File: src/rtl/rmii_rx_frame_ctrl_if.sv
// Byte-stream, packet-RAM write port and host announce/ack signals of the
// RMII receive frame controller, bundled so the controller and its
// environment connect through a single port.
interface rmii_rx_frame_ctrl_if #(
  parameter int LEN_W = 11
);
  logic [7:0]       rx_data;
  logic             rx_rdy;
  logic             rx_busy;
  logic             ram_we;
  logic [LEN_W:0]   ram_addr;
  logic [7:0]       ram_wdata;
  logic             frame_valid;
  logic             frame_slot;
  logic [LEN_W-1:0] frame_len;
  logic             frame_ack;
  logic             ack_slot;

  modport master (
    input  rx_data, rx_rdy, rx_busy, frame_ack, ack_slot,
    output ram_we, ram_addr, ram_wdata, frame_valid, frame_slot, frame_len
  );

  modport slave (
    output rx_data, rx_rdy, rx_busy, frame_ack, ack_slot,
    input  ram_we, ram_addr, ram_wdata, frame_valid, frame_slot, frame_len
  );
endinterface

File: src/rtl/rmii_rx_frame_ctrl.sv
// Frame-level receive controller: filters on destination MAC, checks the
// length and CRC-32 of each frame, and stores accepted frames in a two-slot
// ping-pong packet RAM that the host releases slot by slot.
module rmii_rx_frame_ctrl #(
  parameter int MIN_LEN = 64,
  parameter int MAX_LEN = 1518,
  parameter int LEN_W   = 11
) (
  input  logic                 clk,
  input  logic                 rst,
  rmii_rx_frame_ctrl_if.master bus,
  input  logic [47:0]          my_mac,
  input  logic                 promisc,
  output logic [1:0]           slot_full,
  output logic                 frame_drop,
  output logic [2:0]           drop_code,
  output logic [15:0]          drop_cnt
);

  localparam logic [LEN_W-1:0] MIN_L   = LEN_W'(MIN_LEN);
  localparam logic [LEN_W-1:0] MAX_L   = LEN_W'(MAX_LEN);
  localparam logic [LEN_W-1:0] DA_LAST = LEN_W'(5);
  localparam logic [LEN_W-1:0] FCS_LEN = LEN_W'(4);
  localparam logic [31:0]      POLY    = 32'hEDB8_8320;
  localparam logic [31:0]      CRC_RES = 32'hDEBB_20E3;

  typedef enum logic [2:0] {IDLE, RECV, CHECK, DROP, MISS} state_t;

  state_t           state, state_nxt;
  logic             busy_q;
  logic             start_pend;
  logic             wr_slot;
  logic             drop_first;
  logic [2:0]       code_q, code_nxt;
  logic [LEN_W-1:0] count;
  logic [31:0]      crc;
  logic [39:0]      da_q;
  logic [47:0]      da_full;
  logic             addr_ok;
  logic             start, fall;
  logic             byte_ok;
  logic             enter_drop;
  logic             chk_ok, commit, chk_drop;
  logic [1:0]       slot_full_nxt;
  logic             ram_we_q;
  logic [LEN_W:0]   ram_addr_q;
  logic [7:0]       ram_wdata_q;

  function automatic logic [31:0] crc_byte(input logic [31:0] c_in, input logic [7:0] b);
    logic [31:0] c;
    c = c_in ^ {24'h0, b};
    for (int k = 0; k < 8; k++) begin
      c = c[0] ? ((c >> 1) ^ POLY) : (c >> 1);
    end
    return c;
  endfunction

  assign start    = bus.rx_busy & ~busy_q;
  assign fall     = ~bus.rx_busy & busy_q;
  assign da_full  = {da_q, bus.rx_data};
  assign addr_ok  = promisc || (da_full == my_mac) || (da_full == {48{1'b1}});
  assign chk_ok   = (count >= MIN_L) && (crc == CRC_RES);
  assign commit   = (state == CHECK) && chk_ok;
  assign chk_drop = (state == CHECK) && !chk_ok;
  assign enter_drop = (state_nxt == DROP) && (state != DROP);

  // Outputs decode only registered state, so no input reaches an output combinationally.
  assign bus.ram_we      = ram_we_q;
  assign bus.ram_addr    = ram_addr_q;
  assign bus.ram_wdata   = ram_wdata_q;
  assign bus.frame_valid = commit;
  assign bus.frame_slot  = commit & wr_slot;
  assign bus.frame_len   = commit ? (count - FCS_LEN) : '0;
  assign frame_drop      = chk_drop | drop_first;
  assign drop_code       = chk_drop ? ((count < MIN_L) ? 3'd3 : 3'd5)
                         : (drop_first ? code_q : 3'd0);

  // Next-state logic: frame start/end detection, address filter and length limit.
  always_comb begin
    state_nxt = state;
    code_nxt  = code_q;
    byte_ok   = 1'b0;
    case (state)
      IDLE: begin
        if (start || start_pend) begin
          if (slot_full[wr_slot]) begin
            state_nxt = DROP;
            code_nxt  = 3'd1;
          end else begin
            state_nxt = RECV;
          end
        end else if (bus.rx_busy && busy_q) begin
          state_nxt = MISS;
        end
      end
      RECV: begin
        if (bus.rx_rdy) begin
          if (count == MAX_L) begin
            state_nxt = DROP;
            code_nxt  = 3'd4;
          end else begin
            byte_ok = 1'b1;
            if ((count == DA_LAST) && !addr_ok) begin
              state_nxt = DROP;
              code_nxt  = 3'd2;
            end else if (fall) begin
              state_nxt = CHECK;
            end
          end
        end else if (fall) begin
          state_nxt = CHECK;
        end
      end
      CHECK: state_nxt = IDLE;
      DROP:  if (!bus.rx_busy) state_nxt = IDLE;
      MISS:  if (!bus.rx_busy) state_nxt = IDLE;
      default: state_nxt = IDLE;
    endcase
  end

  // Slot ownership: a host release is applied first so a same-slot commit wins.
  always_comb begin
    slot_full_nxt = slot_full;
    if (bus.frame_ack) slot_full_nxt[bus.ack_slot] = 1'b0;
    if (commit)        slot_full_nxt[wr_slot]      = 1'b1;
  end

  // Control registers; busy_q resets high so a frame already in flight is not seen as a start.
  always_ff @(posedge clk or posedge rst) begin
    if (rst) begin
      state      <= IDLE;
      busy_q     <= 1'b1;
      start_pend <= 1'b0;
      wr_slot    <= 1'b0;
      slot_full  <= 2'b00;
      drop_first <= 1'b0;
      code_q     <= 3'd0;
    end else begin
      state      <= state_nxt;
      busy_q     <= bus.rx_busy;
      start_pend <= (state == CHECK) && start;
      slot_full  <= slot_full_nxt;
      drop_first <= enter_drop;
      if (commit)     wr_slot <= ~wr_slot;
      if (enter_drop) code_q  <= code_nxt;
    end
  end

  // Byte count, running CRC and destination address capture.
  always_ff @(posedge clk or posedge rst) begin
    if (rst) begin
      count <= '0;
      crc   <= 32'hFFFF_FFFF;
      da_q  <= '0;
    end else if ((state == IDLE) && (start || start_pend)) begin
      count <= '0;
      crc   <= 32'hFFFF_FFFF;
    end else if (byte_ok) begin
      count <= count + 1'b1;
      crc   <= crc_byte(crc, bus.rx_data);
      if (count < DA_LAST) da_q <= {da_q[31:0], bus.rx_data};
    end
  end

  // Packet RAM write port, one cycle behind the accepted byte.
  always_ff @(posedge clk or posedge rst) begin
    if (rst) begin
      ram_we_q    <= 1'b0;
      ram_addr_q  <= '0;
      ram_wdata_q <= '0;
    end else begin
      ram_we_q <= byte_ok;
      if (byte_ok) begin
        ram_addr_q  <= {wr_slot, count};
        ram_wdata_q <= bus.rx_data;
      end
    end
  end

  // Saturating count of discarded frames.
  always_ff @(posedge clk or posedge rst) begin
    if (rst) begin
      drop_cnt <= '0;
    end else if (frame_drop && (drop_cnt != 16'hFFFF)) begin
      drop_cnt <= drop_cnt + 16'd1;
    end
  end

endmodule

File: src/flat_wrapper.sv
// flat-port wrapper written by rule: the top's interface ports become plain ports
module rmii_rx_frame_ctrl_flat 
#(
  parameter int MIN_LEN = 64,
  parameter int MAX_LEN = 1518,
  parameter int LEN_W   = 11
)
  (clk, rst, my_mac, promisc, slot_full, frame_drop, drop_code, drop_cnt, bus_rx_data, bus_rx_rdy, bus_rx_busy, bus_frame_ack, bus_ack_slot, bus_ram_we, bus_ram_addr, bus_ram_wdata, bus_frame_valid, bus_frame_slot, bus_frame_len);
  rmii_rx_frame_ctrl_if #(.LEN_W(LEN_W)) bus_i ();
  input  logic clk;
  input  logic rst;
  input  logic [47:0] my_mac;
  input  logic promisc;
  output logic [1:0] slot_full;
  output logic frame_drop;
  output logic [2:0] drop_code;
  output logic [15:0] drop_cnt;
  input wire logic [$bits(bus_i.rx_data)-1:0] bus_rx_data;
  input wire logic [$bits(bus_i.rx_rdy)-1:0] bus_rx_rdy;
  input wire logic [$bits(bus_i.rx_busy)-1:0] bus_rx_busy;
  input wire logic [$bits(bus_i.frame_ack)-1:0] bus_frame_ack;
  input wire logic [$bits(bus_i.ack_slot)-1:0] bus_ack_slot;
  output wire logic [$bits(bus_i.ram_we)-1:0] bus_ram_we;
  output wire logic [$bits(bus_i.ram_addr)-1:0] bus_ram_addr;
  output wire logic [$bits(bus_i.ram_wdata)-1:0] bus_ram_wdata;
  output wire logic [$bits(bus_i.frame_valid)-1:0] bus_frame_valid;
  output wire logic [$bits(bus_i.frame_slot)-1:0] bus_frame_slot;
  output wire logic [$bits(bus_i.frame_len)-1:0] bus_frame_len;
  assign bus_i.rx_data = bus_rx_data;
  assign bus_i.rx_rdy = bus_rx_rdy;
  assign bus_i.rx_busy = bus_rx_busy;
  assign bus_i.frame_ack = bus_frame_ack;
  assign bus_i.ack_slot = bus_ack_slot;
  assign bus_ram_we = bus_i.ram_we;
  assign bus_ram_addr = bus_i.ram_addr;
  assign bus_ram_wdata = bus_i.ram_wdata;
  assign bus_frame_valid = bus_i.frame_valid;
  assign bus_frame_slot = bus_i.frame_slot;
  assign bus_frame_len = bus_i.frame_len;
  rmii_rx_frame_ctrl #(.MIN_LEN(MIN_LEN), .MAX_LEN(MAX_LEN), .LEN_W(LEN_W)) u_core (.clk(clk), .rst(rst), .bus(bus_i), .my_mac(my_mac), .promisc(promisc), .slot_full(slot_full), .frame_drop(frame_drop), .drop_code(drop_code), .drop_cnt(drop_cnt));
endmodule
File: config.mk
export PLATFORM = sky130hd
export DESIGN_NAME = rmii_rx_frame_ctrl_flat
export DESIGN_NICKNAME = d
export VERILOG_FILES = /design/src/rtl/rmii_rx_frame_ctrl_if.sv /design/src/rtl/rmii_rx_frame_ctrl.sv /design/src/flat_wrapper.sv
export SDC_FILE = /design/constraint.sdc
export NUM_CORES = 1
export LEC_CHECK = 0
export ABC_CLOCK_PERIOD_IN_PS = 11600
export CORE_MARGIN = 1
export CORE_UTILIZATION = 45
export CTS_BUF_LIST = sky130_fd_sc_hd__clkbuf_4 sky130_fd_sc_hd__clkbuf_8 sky130_fd_sc_hd__clkbuf_16
export DETAILED_ROUTE_END_ITERATION = 16
export PLACE_DENSITY_LB_ADDON = 0.1
export SLEW_MARGIN = 0
export SYNTH_ARGS = -nofsm -noshare
export SYNTH_HDL_FRONTEND = slang
export SYNTH_SLANG_ARGS = --single-unit
File: constraint.sdc
create_clock -name clk -period 11.6 [get_ports clk]
set_clock_uncertainty 0.05 [all_clocks]
set_input_delay 2.32 -clock clk [delete_from_list [all_inputs] [get_ports clk]]
set_output_delay 2.32 -clock clk [all_outputs]
set_load 0.01 [all_outputs]
== Word-level counts from Yosys, hierarchy flattened ==
Index checks and enable logic that the tools add are counted.
Widths: inputs -> output; s select.

* Bits in registers: 132
* Input port bits: 63
* Output and inout bits: 56
* Logic and storage cells: 124

* Add/sub/neg operators: 3
* Order comparisons: 7
* Equal/unequal tests: 16
* Mux-type cells: 42
* Bitwise operators: 20
* Reductions and logical operators: 22

{| class="wikitable"
|+ Operators with widths
! cell !! count
|-
| $mux 32 || 10
|-
| $not 13->14 || 8
|-
| $eq 48x48->1 || 1
|-
| $eq 48x48->1 const B || 1
|-
| $mux 3 || 15
|-
| $mux 11 || 3
|-
| $eq 32x32->1 const B || 1
|-
| $xor 32x8->32 || 1
|-
| $add 16x1->16 const B || 1
|-
| $ne 16x16->1 const B || 1
|-
| $add 11x1->11 const B || 1
|-
| $eq 11x11->1 const B || 1
|-
| $eq 11x3->1 const B || 1
|-
| $ge 11x7->1 const B || 1
|-
| $logic_and 1x1->1 || 11
|-
| $lt 11x3->1 const B || 1
|-
| $lt 11x7->1 const B || 1
|-
| $sub 11x3->11 const B || 1
|-
| $eq 3x2->1 const B || 3
|-
| $pmux 3 s3 || 1
|-
| $mux 1 || 7
|-
| $mux 2 || 3
|-
| $pmux 3 s2 || 1
|-
| $reduce_and 6->1 || 1
|-
| 21 further kinds || 34
|}

== Longest topological paths before layout ==
* Depth after elaboration: 19
* Gate-level depth with buffers: 8

== Least setup slack after synthesis ==
No wires, ideal clock.

* Kind: register to output
* From: reg u_core.crc[23]
* To: out bus_frame_len[4]
* Arrival time: 2.216 ns
* Required time: 9.230 ns
* Path slack: 7.014 ns
* Cell stages (with the launch flop): 8
* Buffers on the path: 2
* Cells stage by stage: dfstp_2 nor4bb_1 nand4_1 or4_1 or2_2 clkbuf_1 clkbuf_1 nor2_1

* Cells in the longest elaborated chain, start to end: 4

{| class="wikitable"
|+ Ends and longest elaborated chain
! item !! line !! RTL
|-
| start: declaration || rmii_rx_frame_ctrl.sv:36 || <nowiki>logic [31:0] crc;</nowiki>
|-
| start signal: assignment || rmii_rx_frame_ctrl.sv:160 || <nowiki>crc <= crc_byte(crc, bus.rx_data);</nowiki>
|-
| $eq 32x32->1 || rmii_rx_frame_ctrl.sv:62 || <nowiki>assign chk_ok = (count >= MIN_L) && (crc == CRC_RES);</nowiki>
|-
| $logic_and 1x1->1 || rmii_rx_frame_ctrl.sv:62 ||
|-
| $logic_and 1x1->1 || rmii_rx_frame_ctrl.sv:63 || <nowiki>assign commit = (state == CHECK) && chk_ok;</nowiki>
|-
| $mux 11 || rmii_rx_frame_ctrl.sv:73 || <nowiki>assign bus.frame_len = commit ? (count - FCS_LEN) : '0;</nowiki>
|-
| end: declaration || flat_wrapper.sv:28 || <nowiki>output wire logic [$bits(bus_i.frame_len)-1:0] bus_frame_len;</nowiki>
|}

Every way passes these cells.

== Worst setup path in the final report ==
* From: reg u_core.crc[16]
* To: out bus_frame_slot

* Cells in the longest elaborated chain, start to end: 4

{| class="wikitable"
|+ Ends and longest elaborated chain
! item !! line !! RTL
|-
| $eq 32x32->1 || rmii_rx_frame_ctrl.sv:62 ||
|-
| $logic_and 1x1->1 || rmii_rx_frame_ctrl.sv:62 ||
|-
| $logic_and 1x1->1 || rmii_rx_frame_ctrl.sv:63 ||
|-
| $and 1x1->1 || rmii_rx_frame_ctrl.sv:72 || <nowiki>assign bus.frame_slot = commit & wr_slot;</nowiki>
|-
| end: declaration || flat_wrapper.sv:27 || <nowiki>output wire logic [$bits(bus_i.frame_slot)-1:0] bus_frame_slot;</nowiki>
|}

Every way passes these cells.

==> qor.csv <==
metric;value;unit
status;completed;
post-DP HPWL;12.35;mm
nets;829;
#FFs+latches synth;132;
Worst Setup EP;bus_frame_slot;
Period Utilization, post-route;48.04;%
number of port buffers;118;
Area Growth Syn to Fin;27.74;%
gr usage total;23.14;%
Initial Utilization;46.48;%
Final Hold Vio Count;0;
setup bufs post-CTS;0;
drt wl/cell;17.97;um
Critical Path Source;u_core.crc[16]$_DFFE_PP1P_;
Worst slew margin;31.10;%
f_max;179.4;MHz
clk buf depth;2;
clk_lat worst skew;0.42;ns
CP Cell Sequence;nor4bb_1 > nand4_1 > or4_1 > or2_2 > nor2_1 > clkdlybuf4s50_1;
worst reg2reg path endpoint;u_core.count[9]$_DFFE_PP0P_;
GRT overflow;0;
# clock sinks;132;
design area;0.009092;sq mm
DR DRC count;0;
TritonRoute pass-1 iters;5;
Die Span Y;127.8;um
first-pass GRT wire length;28.77;mm
GRT met2 Usage;35.97;%
Unique masters post-synth;48;
mapped cell area;0.007118;sq mm
Gate Count Post-Synth;647;
met3 global-route usage;5.593;%
Core Util, Final;59.37;%
sequential area share after synthesis;46.99;%
most common flop cell mapped by yosys;dfrtp_1;
CTS root buf;clkbuf_16;
critical-path cell with the highest stage delay;dfstp_2;
count leader, synth;xnor2_1;
CTS HTree Levels;4;
Final Routed Wirelength;17.63;mm
DRT antenna net count;0;
CTS Buf Count;17;
Slew @ Worst Pin;1.030;ns
biggest area consumer among synthesized cells;dfrtp_1;
CP peak stage delay;0.57;ns
worst vdd ir;117.7;uV
fin crit period;5.573;ns
Slew Limit Fails;0;
max cap viols;0;
syn_area_per_cell;11.00;sq um
# rows;45;
arrival time at the worst endpoint;3.20;ns
pin count of the biggest net entering global routing;91;
met1 usage;32.05;%
via density per instance;5.326;
fill cell count;1319;
area share of the largest cell type after synthesis;34.80;%
Hold Path Class;register to register;
Die Wd;127.8;um
proportion of layout cells with a drive suffix above 1;13.25;%
top cells by area, synth;dfrtp_1 35%, xnor2_1 15%, dfstp_2 12%, mux2_1 6.3%, mux2_2 3.6%;
number of global-route vias before repair;5357;
Synth warnings;0;
die area;0.01633;sq mm
TritonCTS clock tree;built;
RSZ-0062 raised after global routing;no;
Post-synth EDFFs;0;
antenna cells;0;
Critical Path RT;9.23;ns
Placer Congestion;0.8691;
R2R Setup Slk;8.45;ns
area of the multi-input gates;0.003600;sq mm
worst-path fanout max;15;
hold_buf cts;0;
Worst-path clk slew;0.06;ns
Core ar.;0.01531;sq mm
number of DRC markers in iteration 0;360;
Commonest cells post-synth;118 x xnor2_1, 99 x dfrtp_1, 40 x mux2_1, 37 x nand4_1, 37 x nor3_1;
length in cells of the worst reg-to-reg path;9;
Synth async-reset ratio;100.0;%
setup TNS;0;ns
Worst setup SP type;register;
total placed instance area;0.008463;sq mm
busiest grt layer;met2;
vias post-DR;5225;
final setup vio count;0;
CP Capture Type;output port;
Power Density;236.9;mW/mm^2
I/O Pins;119;
Reg area;0.003344;sq mm
Worst Setup Path Type;register to output port;
syn_nets;719;
initial antenna violation count;0;
r2r startpoint;u_core.count[0]$_DFFE_PP0P_;
cts repair resizes;0;
leakage dissipation;3.631;nW
==> sequential cells by signal (all words and copies together), names as in the netlist <==
register              flops
u_core.bus.ram_wdata      8
u_core.drop_first         1
u_core.state              3
u_core.wr_slot            1
u_core.bus.ram_addr      12
u_core.count             11
u_core.drop_cnt          16
u_core.busy_q             1
u_core.start_pend         1
u_core.da_q              40
u_core.slot_full          2
u_core.bus.ram_we         1
u_core.code_q             3
u_core.crc               32
==> cell families after synthesis <==
family	after synthesis	synth area share (%)
AOI/OAI and AO/OA	55	4.694
xor gates and xnor gates	149	18.54
adders and majority gates	9	1.582
buffers and inverters	42	2.531
DFF	132	46.99
muxes	63	9.967
and+or+nand+nor	197	15.70
==> placed cells by master, fill, tap and decap left out, types with 29 or more instances in the layout <==
cell | Yosys | layout
a21oi_1 | 36 | 36
clkdlybuf4s50_1 | 0 | 118
dfrtp_1 | 99 | 99
dfstp_2 | 33 | 33
mux2_1 | 40 | 40
nand4_1 | 37 | 37
nor2_1 | 30 | 30
nor3_1 | 37 | 37
xnor2_1 | 118 | 118
xor2_1 | 29 | 29
==> area by class of cell <==
cell class	instances	area share (%)
tap	211	2.904
clock inverter	13	2.009
clock buffer	19	4.913
inverter	11	0.4816
multi-input combinational	473	39.59
sequential	132	36.78
timing repair buffer	122	13.32
==> how the worst min path moves through the flow <==
stage / start / endpoint / slack, ns / cells after the start
after floorplan: u_core.state[0]$_DFF_PP0_ / u_core.state[2]$_DFF_PP0_ / 0.43 / 1
after global placement: u_core.drop_cnt[11]$_DFFE_PP0P_ / u_core.drop_cnt[11]$_DFFE_PP0P_ / 0.43 / 1
after detailed placement: u_core.slot_full[1]$_DFF_PP0_ / u_core.slot_full[1]$_DFF_PP0_ / 0.44 / 1
after CTS: u_core.drop_cnt[5]$_DFFE_PP0P_ / u_core.drop_cnt[5]$_DFFE_PP0P_ / 0.45 / 1
after global routing: u_core.bus.ram_addr[6]$_DFFE_PP0P_ / u_core.bus.ram_addr[6]$_DFFE_PP0P_ / 0.47 / 1
final: u_core.drop_cnt[11]$_DFFE_PP0P_ / u_core.drop_cnt[11]$_DFFE_PP0P_ / 0.45 / 1
==> critical path: cells and delay by family, from the launching register on <==
kind	cells	cell delay (ns)
buffers and inverters	1	0.56
DFF	1	0.57
and+or+nand+nor	5	1.66
==> power breakdown <==
part	internal [W]	switching, W
Combinational	0.000402	0.000385
Sequential	0.000627	0.000169
Clock	0.000367	0.000204
==> stage by stage <==
| stage | setup WS [ns] | cells | total power (W) | hold WS (ns) |
|---|---|---|---|---|
| 2_1_floorplan | 5.759 | 647 | 0.001339 | 0.4289 |
| 3_3_place_gp | 6.576 | 949 | 0.001571 | 0.4272 |
| 3_5_place_dp | 6.555 | 949 | 0.001581 | 0.4419 |
| 4_1_cts | 5.993 | 981 | 0.002164 | 0.4548 |
| 5_1_grt | 5.918 | 981 | 0.002279 | 0.4729 |
| 6_report | 6.027 | 981 | 0.002154 | 0.4549 |
==> metal layers <==
metal	part of all wire (%)	up-vias
li1	-	2498
met1	47	2557
met2	47	156
met3	5.7	14
met4	0.87	0
met5	0	-
No activity file was read; power rests on OpenSTA's default activity.
